==> config.mk <==
export PLATFORM = sky130hd
export DESIGN_NAME = vga_blob_frame_tracker
export DESIGN_NICKNAME = d
export VERILOG_FILES = /design/src/rtl/vga_blob_pkg.sv /design/src/rtl/rgb_to_gray_thresh.sv /design/src/rtl/vga_blob_frame_tracker.sv
export SDC_FILE = /design/constraint.sdc
export NUM_CORES = 1
export LEC_CHECK = 0
export CAP_MARGIN = 10
export CORE_UTILIZATION = 35
export CTS_BUF_LIST = sky130_fd_sc_hd__clkbuf_8
export DETAILED_ROUTE_END_ITERATION = 10
export PLACE_DENSITY = 0.66
export SLEW_MARGIN = 40
export SYNTH_ARGS = -nofsm -noshare
export SYNTH_HDL_FRONTEND = slang
export SYNTH_SLANG_ARGS = --single-unit
export TNS_END_PERCENT = 100
==> constraint.sdc <==
create_clock -name i_clk -period 4.5 [get_ports i_clk]
set_clock_uncertainty 0.2 [all_clocks]
set_input_delay 1.35 -clock i_clk [delete_from_list [all_inputs] [get_ports i_clk]]
set_output_delay 1.35 -clock i_clk [all_outputs]
set_load 0.1 [all_outputs]
==> src/rtl/vga_blob_pkg.sv <==
// Shared types and widths for the VGA blob frame tracker.
package vga_blob_pkg;

  localparam int COORD_W = 10;
  localparam int COUNT_W = 19;

  typedef enum logic [1:0] {
    ST_IDLE    = 2'd0,
    ST_ARMED   = 2'd1,
    ST_CAPTURE = 2'd2,
    ST_REPORT  = 2'd3
  } state_t;

  typedef struct packed {
    logic [COUNT_W-1:0] count;
    logic [COORD_W-1:0] min_x;
    logic [COORD_W-1:0] max_x;
    logic [COORD_W-1:0] min_y;
    logic [COORD_W-1:0] max_y;
    logic               short_frame;
  } result_t;

endpackage

==> src/rtl/rgb_to_gray_thresh.sv <==
// Combinational RGB-to-gray conversion, gray = (R + 2G + B) / 4, and blob threshold.
module rgb_to_gray_thresh
  import vga_blob_pkg::*;
#(
  parameter logic [COORD_W-1:0] THRESH = 10'd512
) (
  input  logic [COORD_W-1:0] r,
  input  logic [COORD_W-1:0] g,
  input  logic [COORD_W-1:0] b,
  output logic               blob
);

  logic [11:0]        sum_s;
  logic [COORD_W-1:0] gray_s;

  // 12-bit weighted sum cannot overflow (4 * 1023 = 4092)
  always_comb begin
    sum_s  = {2'b00, r} + {1'b0, g, 1'b0} + {2'b00, b};
    gray_s = COORD_W'(sum_s >> 2);
    blob   = (gray_s > THRESH);
  end

endmodule

==> src/rtl/vga_blob_frame_tracker.sv <==
// Captures one VGA frame after a VSYNC edge, accumulates blob count and bounding box,
// and hands the result downstream on a valid/ready handshake.
module vga_blob_frame_tracker
  import vga_blob_pkg::*;
#(
  parameter int                 H_ACTIVE = 800,
  parameter int                 V_ACTIVE = 600,
  parameter logic [COORD_W-1:0] THRESH   = 10'd512
) (
  input  logic               i_clk,
  input  logic               i_rst_n,
  input  logic               i_grayscale_start,
  input  logic               i_vga_vsync,
  input  logic               i_pix_valid,
  input  logic [COORD_W-1:0] i_r,
  input  logic [COORD_W-1:0] i_g,
  input  logic [COORD_W-1:0] i_b,
  input  logic               i_result_ready,
  output logic               o_result_valid,
  output logic [COUNT_W-1:0] o_blob_count,
  output logic [COORD_W-1:0] o_min_x,
  output logic [COORD_W-1:0] o_max_x,
  output logic [COORD_W-1:0] o_min_y,
  output logic [COORD_W-1:0] o_max_y,
  output logic               o_short_frame,
  output logic               o_bin,
  output logic               o_bin_valid,
  output logic               o_busy
);

  localparam logic [COORD_W-1:0] X_LAST = COORD_W'(H_ACTIVE - 1);
  localparam logic [COORD_W-1:0] Y_LAST = COORD_W'(V_ACTIVE - 1);

  state_t             state_r, state_nxt_s;
  logic               vsync_q_r, vs_rise_s;
  logic               blob_s, hit_s, last_pix_s, acc_en_s;
  logic               clr_s, load_s, short_s;
  logic [COORD_W-1:0] x_r, y_r, x_nxt_s, y_nxt_s;
  logic [COORD_W-1:0] min_x_r, max_x_r, min_y_r, max_y_r;
  logic [COORD_W-1:0] min_x_nxt_s, max_x_nxt_s, min_y_nxt_s, max_y_nxt_s;
  logic [COUNT_W-1:0] cnt_r, cnt_nxt_s;
  result_t            res_r, res_nxt_s;
  logic               result_valid_r, busy_r, bin_r, bin_valid_r;

  rgb_to_gray_thresh #(.THRESH(THRESH)) u_gray (
    .r    (i_r),
    .g    (i_g),
    .b    (i_b),
    .blob (blob_s)
  );

  assign vs_rise_s  = i_vga_vsync & ~vsync_q_r;
  assign last_pix_s = i_pix_valid && (x_r == X_LAST) && (y_r == Y_LAST);
  assign acc_en_s   = (state_r == ST_CAPTURE) && i_pix_valid;

  // State register
  always_ff @(posedge i_clk or negedge i_rst_n) begin
    if (!i_rst_n) begin
      state_r <= ST_IDLE;
    end else begin
      state_r <= state_nxt_s;
    end
  end

  // Next-state logic; dropping start outranks frame completion and VSYNC
  always_comb begin
    state_nxt_s = state_r;
    clr_s       = 1'b0;
    load_s      = 1'b0;
    short_s     = 1'b0;
    case (state_r)
      ST_IDLE: begin
        if (i_grayscale_start) begin
          clr_s       = vs_rise_s;
          state_nxt_s = vs_rise_s ? ST_CAPTURE : ST_ARMED;
        end else begin
          state_nxt_s = ST_IDLE;
        end
      end
      ST_ARMED: begin
        if (!i_grayscale_start) begin
          state_nxt_s = ST_IDLE;
        end else if (vs_rise_s) begin
          clr_s       = 1'b1;
          state_nxt_s = ST_CAPTURE;
        end else begin
          state_nxt_s = ST_ARMED;
        end
      end
      ST_CAPTURE: begin
        if (!i_grayscale_start) begin
          state_nxt_s = ST_IDLE;
        end else if (last_pix_s) begin
          load_s      = 1'b1;
          state_nxt_s = ST_REPORT;
        end else if (vs_rise_s) begin
          load_s      = 1'b1;
          short_s     = 1'b1;
          state_nxt_s = ST_REPORT;
        end else begin
          state_nxt_s = ST_CAPTURE;
        end
      end
      ST_REPORT: begin
        if (i_result_ready) begin
          state_nxt_s = i_grayscale_start ? ST_ARMED : ST_IDLE;
        end else begin
          state_nxt_s = ST_REPORT;
        end
      end
      default: begin
        state_nxt_s = ST_IDLE;
      end
    endcase
  end

  // Accumulator values including the current pixel, so the closing pixel lands in the result
  always_comb begin
    hit_s       = i_pix_valid & blob_s;
    cnt_nxt_s   = hit_s ? (cnt_r + COUNT_W'(1)) : cnt_r;
    min_x_nxt_s = (hit_s && (x_r < min_x_r)) ? x_r : min_x_r;
    max_x_nxt_s = (hit_s && (x_r > max_x_r)) ? x_r : max_x_r;
    min_y_nxt_s = (hit_s && (y_r < min_y_r)) ? y_r : min_y_r;
    max_y_nxt_s = (hit_s && (y_r > max_y_r)) ? y_r : max_y_r;
    x_nxt_s     = (x_r == X_LAST) ? COORD_W'(0) : (x_r + COORD_W'(1));
    y_nxt_s     = (x_r == X_LAST) ? (y_r + COORD_W'(1)) : y_r;

    res_nxt_s.count       = cnt_nxt_s;
    res_nxt_s.short_frame = short_s;
    if (cnt_nxt_s == COUNT_W'(0)) begin
      res_nxt_s.min_x = COORD_W'(0);
      res_nxt_s.max_x = COORD_W'(0);
      res_nxt_s.min_y = COORD_W'(0);
      res_nxt_s.max_y = COORD_W'(0);
    end else begin
      res_nxt_s.min_x = min_x_nxt_s;
      res_nxt_s.max_x = max_x_nxt_s;
      res_nxt_s.min_y = min_y_nxt_s;
      res_nxt_s.max_y = max_y_nxt_s;
    end
  end

  // Raster position, blob count and bounding box
  always_ff @(posedge i_clk or negedge i_rst_n) begin
    if (!i_rst_n) begin
      x_r     <= COORD_W'(0);
      y_r     <= COORD_W'(0);
      cnt_r   <= COUNT_W'(0);
      min_x_r <= {COORD_W{1'b1}};
      max_x_r <= COORD_W'(0);
      min_y_r <= {COORD_W{1'b1}};
      max_y_r <= COORD_W'(0);
    end else if (clr_s) begin
      x_r     <= COORD_W'(0);
      y_r     <= COORD_W'(0);
      cnt_r   <= COUNT_W'(0);
      min_x_r <= {COORD_W{1'b1}};
      max_x_r <= COORD_W'(0);
      min_y_r <= {COORD_W{1'b1}};
      max_y_r <= COORD_W'(0);
    end else if (acc_en_s) begin
      x_r     <= x_nxt_s;
      y_r     <= y_nxt_s;
      cnt_r   <= cnt_nxt_s;
      min_x_r <= min_x_nxt_s;
      max_x_r <= max_x_nxt_s;
      min_y_r <= min_y_nxt_s;
      max_y_r <= max_y_nxt_s;
    end
  end

  // Registered outputs; the result is latched once on REPORT entry and held until the next frame
  always_ff @(posedge i_clk or negedge i_rst_n) begin
    if (!i_rst_n) begin
      vsync_q_r      <= 1'b0;
      result_valid_r <= 1'b0;
      busy_r         <= 1'b0;
      bin_r          <= 1'b0;
      bin_valid_r    <= 1'b0;
      res_r          <= '0;
    end else begin
      vsync_q_r      <= i_vga_vsync;
      result_valid_r <= (state_nxt_s == ST_REPORT);
      busy_r         <= (state_nxt_s == ST_ARMED) || (state_nxt_s == ST_CAPTURE);
      bin_r          <= blob_s;
      bin_valid_r    <= i_pix_valid;
      if (load_s) begin
        res_r <= res_nxt_s;
      end
    end
  end

  assign o_result_valid = result_valid_r;
  assign o_blob_count   = res_r.count;
  assign o_min_x        = res_r.min_x;
  assign o_max_x        = res_r.max_x;
  assign o_min_y        = res_r.min_y;
  assign o_max_y        = res_r.max_y;
  assign o_short_frame  = res_r.short_frame;
  assign o_bin          = bin_r;
  assign o_bin_valid    = bin_valid_r;
  assign o_busy         = busy_r;

endmodule

## Word-level counts from Yosys, hierarchy flattened

Index checks and enable logic that the tools add are counted.

- Flip-flop bits (word level): 146
- Bits in latches: 0
- Bits in writable memories: 0
- Memory bits (read-only): 0
- Bits of input ports: 36
- Output and inout port bits: 64
- Memories kept: 0

- $add $sub $neg: 5
- $mul: 0
- Divide/modulo/power cells: 0
- Magnitude comparators: 5
- Eq/ne operators: 8
- Shift operators: 0
- Multiplexer cells: 40
- Bitwise operators: 3
- Reduce and logical (&&, ||, !) cells: 14

Operator list:

| kind | number |
|---|---|
| 2-to-1 mux 10 bit | 18 |
| 2-to-1 mux 19 bit | 3 |
| 2-to-1 mux 40 bit | 1 |
| adder 10 x 1 -> 10 bit, second input constant | 2 |
| equality test 10 bit, second input constant | 2 |
| greater-than comparator 10 bit | 2 |
| < comparator 10 bit | 2 |
| adder 19 x 1 -> 19 bit, second input constant | 1 |
| zero test 19 bit | 1 |
| adder 10 x 11 -> 12 bit | 1 |
| adder 12 x 10 -> 12 bit | 1 |
| 2-to-1 mux 1 bit | 12 |
| greater-than comparator 10 bit, second input constant | 1 |
| equality test 2 bit, second input constant | 4 |
| 2-to-1 mux 2 bit | 4 |
| logical AND 1 bit | 7 |
| case mux 2 bit (3 select lines) | 1 |
| equality test 2 x 1 -> 1 bit, second input constant | 2 |
| nonzero test 2 bit | 2 |
| AND 1 bit | 2 |
| zero test 2 bit | 1 |
| case mux 1 bit (2 select lines) | 1 |
| AND reduction 2 bit | 1 |
| OR reduction 2 bit | 1 |
| other kinds (2) | 2 |

## Depth between registers and ports, before layout

- Word-level depth: 8
- Mapped depth: 16

## Modules after synthesis

A second synthesis with hierarchy kept.

- Cells, all modules: 884
- Area total of the unflattened synthesis: 8689.6 um^2

Modules (own cells, without submodules):

| module | instances | cells each | area an instance (um^2) | sequential area each (um^2) |
|---|---|---|---|---|
| vga_blob_frame_tracker | 1 | 813 | 8044.0 | 3678.5 |
| rgb_to_gray_thresh | 1 | 71 | 645.6 | 0.0 |

## Worst setup path before layout

No wires, ideal clock.

- Kind: in2reg
- Start point: input port i_r[1]
- End point: register res_r, in the netlist o_max_x[0]
- Library setup time: 0.151 ns
- Arrival time: 4.984 ns
- Data required time: 4.149 ns
- Slack: -0.835 ns
- Cell stages on the path: 14
- Buffers on the path: 1
- Cell sequence: inv_1 -> fa_1 -> nor2_1 -> fa_1 -> a211oi_1 -> o31ai_1 -> o21ai_0 -> xnor2_1 -> o41ai_4 -> or4b_2 -> a32o_1 -> nor4_4 -> buf_6 -> a211oi_2

- Word-level cells in the longest chain between the ends: 7
- Elaborated cells on any way between the ends: 9
- Those cells by class: 2 x add/sub; 1 x order compare; 3 x mux; 1 x bitwise; 2 x reduce/logical

Ends and longest elaborated chain:

| item | RTL line | RTL |
|---|---|---|
| from (decl) | vga_blob_frame_tracker.sv:15 | `input logic [COORD_W-1:0] i_r,` |
| adder 10 x 11 -> 12 bit * | rgb_to_gray_thresh.sv:18 | `sum_s = {2'b00, r} + {1'b0, g, 1'b0} + {2'b00, b};` |
| adder 12 x 10 -> 12 bit * | rgb_to_gray_thresh.sv:18 |  |
| greater-than comparator 10 bit * | rgb_to_gray_thresh.sv:20 | `blob = (gray_s > THRESH);` |
| AND 1 bit * | vga_blob_frame_tracker.sv:119 | `hit_s = i_pix_valid & blob_s;` |
| 2-to-1 mux 19 bit or logical AND 1 bit (tied branches) | vga_blob_frame_tracker.sv:120, vga_blob_frame_tracker.sv:122 |  |
| zero test 19 bit or 2-to-1 mux 10 bit (tied branches) | vga_blob_frame_tracker.sv:130, vga_blob_frame_tracker.sv:122 |  |
| 2-to-1 mux 40 bit * | vga_blob_frame_tracker.sv:130 | `if (cnt_nxt_s == COUNT_W'(0)) begin` |
| to (signal assigned) | vga_blob_frame_tracker.sv:188 | `res_r <= res_nxt_s;` |
| to (decl) | vga_blob_frame_tracker.sv:42 | `result_t res_r, res_nxt_s;` |

Mark *: on every way between the ends. The rest lies on a longest branch, timed or not.
A chain may end at the register's enable or synchronous reset.

## Worst setup path after layout

- Start point: input port i_b[2]
- End point: register res_r, in the netlist o_min_x[8]

- Word-level cells in the longest chain between the ends: 6
- Elaborated cells on any way between the ends: 8
- Those cells by class: 1 x add/sub; 1 x order compare; 3 x mux; 1 x bitwise; 2 x reduce/logical

Ends and longest elaborated chain:

| item | RTL line | RTL |
|---|---|---|
| from (decl) | vga_blob_frame_tracker.sv:17 | `input logic [COORD_W-1:0] i_b,` |
| adder 12 x 10 -> 12 bit * | rgb_to_gray_thresh.sv:18 |  |
| greater-than comparator 10 bit * | rgb_to_gray_thresh.sv:20 |  |
| AND 1 bit * | vga_blob_frame_tracker.sv:119 |  |
| 2-to-1 mux 19 bit or logical AND 1 bit (tied branches) | vga_blob_frame_tracker.sv:120, vga_blob_frame_tracker.sv:121 |  |
| zero test 19 bit or 2-to-1 mux 10 bit (tied branches) | vga_blob_frame_tracker.sv:130, vga_blob_frame_tracker.sv:121 |  |
| 2-to-1 mux 40 bit * | vga_blob_frame_tracker.sv:130 |  |

Marks and branches as above.

==> reports/results.tsv <==
stage	metric	value	unit
timing	drv_slew	0	
timing	setup_viol	80	
pwr	powerDensity	534	nW/um^2
final_layout	final_util	46.7	%
final_layout	fin_cells	1456	
synth	synthFlopType	dfrtp_1	
place	place_area	10300	um^2
drt	wl_per_cell	15.8	um
synth	mappedNetlistNets	1072	
cts	cts-root-buf	clkbuf_8	
global_routing	grt_pass1_wl	37400	um
cts	clk_path_buf_depth	2	
timing	fmax	199	MHz
synth	synth.most_common_cell	nor2_1	
synth	syn_inst	975	
drt	antenna_left	0	
worst_setup_path	cp.arrival	5150	ps
timing	layout_setup_ws	-537	ps
final_layout	layout.nets	1216	
worst_hold_path	holdCritPathClass	flip-flop to flip-flop	
global_routing	grt_start_max_net_pins	119	
place	place_ws	-1400	ps
global_routing	grt_pass1_vias	7312	
worst_setup_path	required	4610	ps
final_layout	area_growth	29.4	%
cts	cts_inserted_buffers	17	
synth	yosys_register_bits	146	
timing	hold_ws	303	ps
synth	synth_warnings	0	
cts	htreeDepth	4	
cts	path_clk_slew	80	ps
floorplan	fp.dieH	161	um
timing	fin_crit	5040	ps
final_layout	n_antenna_cell	0	
cts	cts_tree	yes	
timing	rsz0062_at_grt	true	
synth	synth_edf_count	0	
pwr	p_total	6.11	mW
timing	relSlewSlack	58.1	%
drt	drc_errors	0	
place	hpwl	15200	um
final_layout	regArea	3680	um^2
drt	firstDrtPassIters	5	
synth	yosysUniqueCellTypes	58	
outcome	status	finished, violations left	
worst_setup_path	crit_fanout	8	
worst_setup_path	end_kind	flip-flop	
pwr	ir_drop	0.393	mV
drt	first_iter_violations	597	
final_layout	drive_gt1_share	30.9	%
cts	cts_num_sinks	146	
place	placed_cells	1389	
drt	vias_per_cell	5.18	
synth	postSynthAreaPerCell	9.08	um^2
cts	clk-insertion-delay-late	450	ps
timing	hold_violations	0	
synth	synth_area_leaders	dfrtp_1 36%, ha_1 7.2%, nor2_1 6.7%	
synth	ys_async_sr_fraction	100	%
floorplan	io_pins	100	
final_layout	fillers	2315	
floorplan	die_area	25900	um^2
place	globalplace.congestion	0.897	
worst_setup_path	startpoint_type	primary input	
global_routing	grtUsageTotal	18.0	%
pwr	leakage	5.07	nW
floorplan	die_w	161	um
place	numPortBuffers	99	
floorplan	initial_utilization	36.1	%
final_layout	multiInputGateArea	5200	um^2
synth	synth_area	8850	um^2
timing	tightest_slew	627	ps
synth	ys_seq_area_share	41.6	%
final_layout	final_cell_area	11400	um^2
timing	post-route-period-util	112	%
floorplan	core_area	24500	um^2
synth	synth_commonest_cells	158 x nor2_1, 126 x dfrtp_1, 90 x a21oi_1	
floorplan	row_count	57	
timing	finalSetupTns	-30750	ps
global_routing	antenna_found_initial	0	
outcome	violations	negative setup slack	
global_routing	overflow	0	
drt	via_count	7545	
drt	finalWirelength	23000	um
worst_setup_path	critical_path_class	primary input to flip-flop	
synth	synth_top_area_cell	dfrtp_1	
synth	yosysTopAreaCellShare	35.6	%
run	drv_cap	0	
==> power by group <==
part	leakage, nW	internal, mW	total (mW)	switching [mW]
Clock	0.210	0.546	1.05	0.504
Sequential	1.86	1.63	1.80	0.168
Combinational	3.00	0.773	3.27	2.50
Total	5.07	2.95	6.11	3.17
==> final timing paths <==
path                       startpoint    endpoint  slack (ps)  depth (start not counted)
hold / removal             max_y_r[5]  max_y_r[5]         300                          1
hold reg to reg            max_y_r[5]  max_y_r[5]         300                          1
min in group asynchronous     i_rst_n  o_min_x[5]         660                          1
setup reg to reg             cnt_r[0]  o_min_x[8]         700                         12
max in group asynchronous     i_rst_n  min_y_r[7]        2670                          2
setup / recovery               i_b[2]  o_min_x[8]        -540                         15
==> cell families (layout without fill, tap and decap cells) <==
| family | after synthesis | count (layout) | share of synthesized area [%] |
|---|---|---|---|
| AOI/OAI and AO/OA | 281 | 281 | 22.2 |
| DFF | 146 | 146 | 41.6 |
| xor gates and xnor gates | 39 | 39 | 3.86 |
| adders and majority gates | 61 | 61 | 9.47 |
| muxes | 6 | 6 | 0.735 |
| and+or+nand+nor | 323 | 325 | 16.6 |
| buffers and inverters | 119 | 274 | 5.53 |
==> layout by cell type (no fill, tap or decap), types with 15 or more instances in the layout <==
cell type and instances:
nor2_1 144, dfrtp_1 126, a21oi_1 87, nand2_1 66
buf_2 66, buf_4 58, inv_1 49, ha_1 44
a211oi_2 43, o21ai_1 36, o21ai_0 30, buf_6 25
a22o_1 21, clkbuf_8 21, dfstp_2 20, nand4_1 17
xor2_1 17, nand3_1 15, xnor2_1 15
==> flip-flops by register name, summed over array words and instances, names as in the netlist <==
name and cells:
o_short_frame 1, min_x_r 10, min_y_r 10, cnt_r 19
o_max_y 10, max_x_r 10, o_bin_valid 1, o_blob_count 19
o_min_x 10, y_r 10, state_r 2, o_result_valid 1
o_bin 1, vsync_q_r 1, o_min_y 10, o_busy 1
max_y_r 10, x_r 10, o_max_x 10
==> layout make-up <==
class | instances | share of cell area (%)
inverters | 51 | 1.72
multi-input cells | 712 | 45.4
flip-flops and latches | 146 | 32.1
clock buffers | 21 | 2.52
repair buffers | 191 | 13.7
well taps | 324 | 3.54
clock inverters | 11 | 0.973
==> critical path: stages <==
cell,delay (ps)
buf_6,90
fa_1,590
ha_1,240
and4b_1,190
a21oi_2,140
mux2_4,310
or4_4,570
o41a_1,370
buf_12,160
a311oi_2,250
o22ai_2,120
nor4_4,330
buf_6,190
clkbuf_16,170
a211oi_2,50
==> layer usage <==
layer	global-route usage [%]	routed length (um)	up-vias	share of wire, %
met2	29.2	11200	165	48
met4	6.65	500	0	2.2
met5	0	0	-	0
li1	-	-	3695	-
met1	24.3	10500	3653	46
met3	2.65	853	32	3.7
==> timing repair <==
item,CTS,global route
setup endpoints to repair,118,112
setup buffers,24,11
hold buffers,0,0
pin swaps,53,42
cloned,3,3
gates resized for setup,124,46
Note: power is estimated with default switching activity, not from simulation.
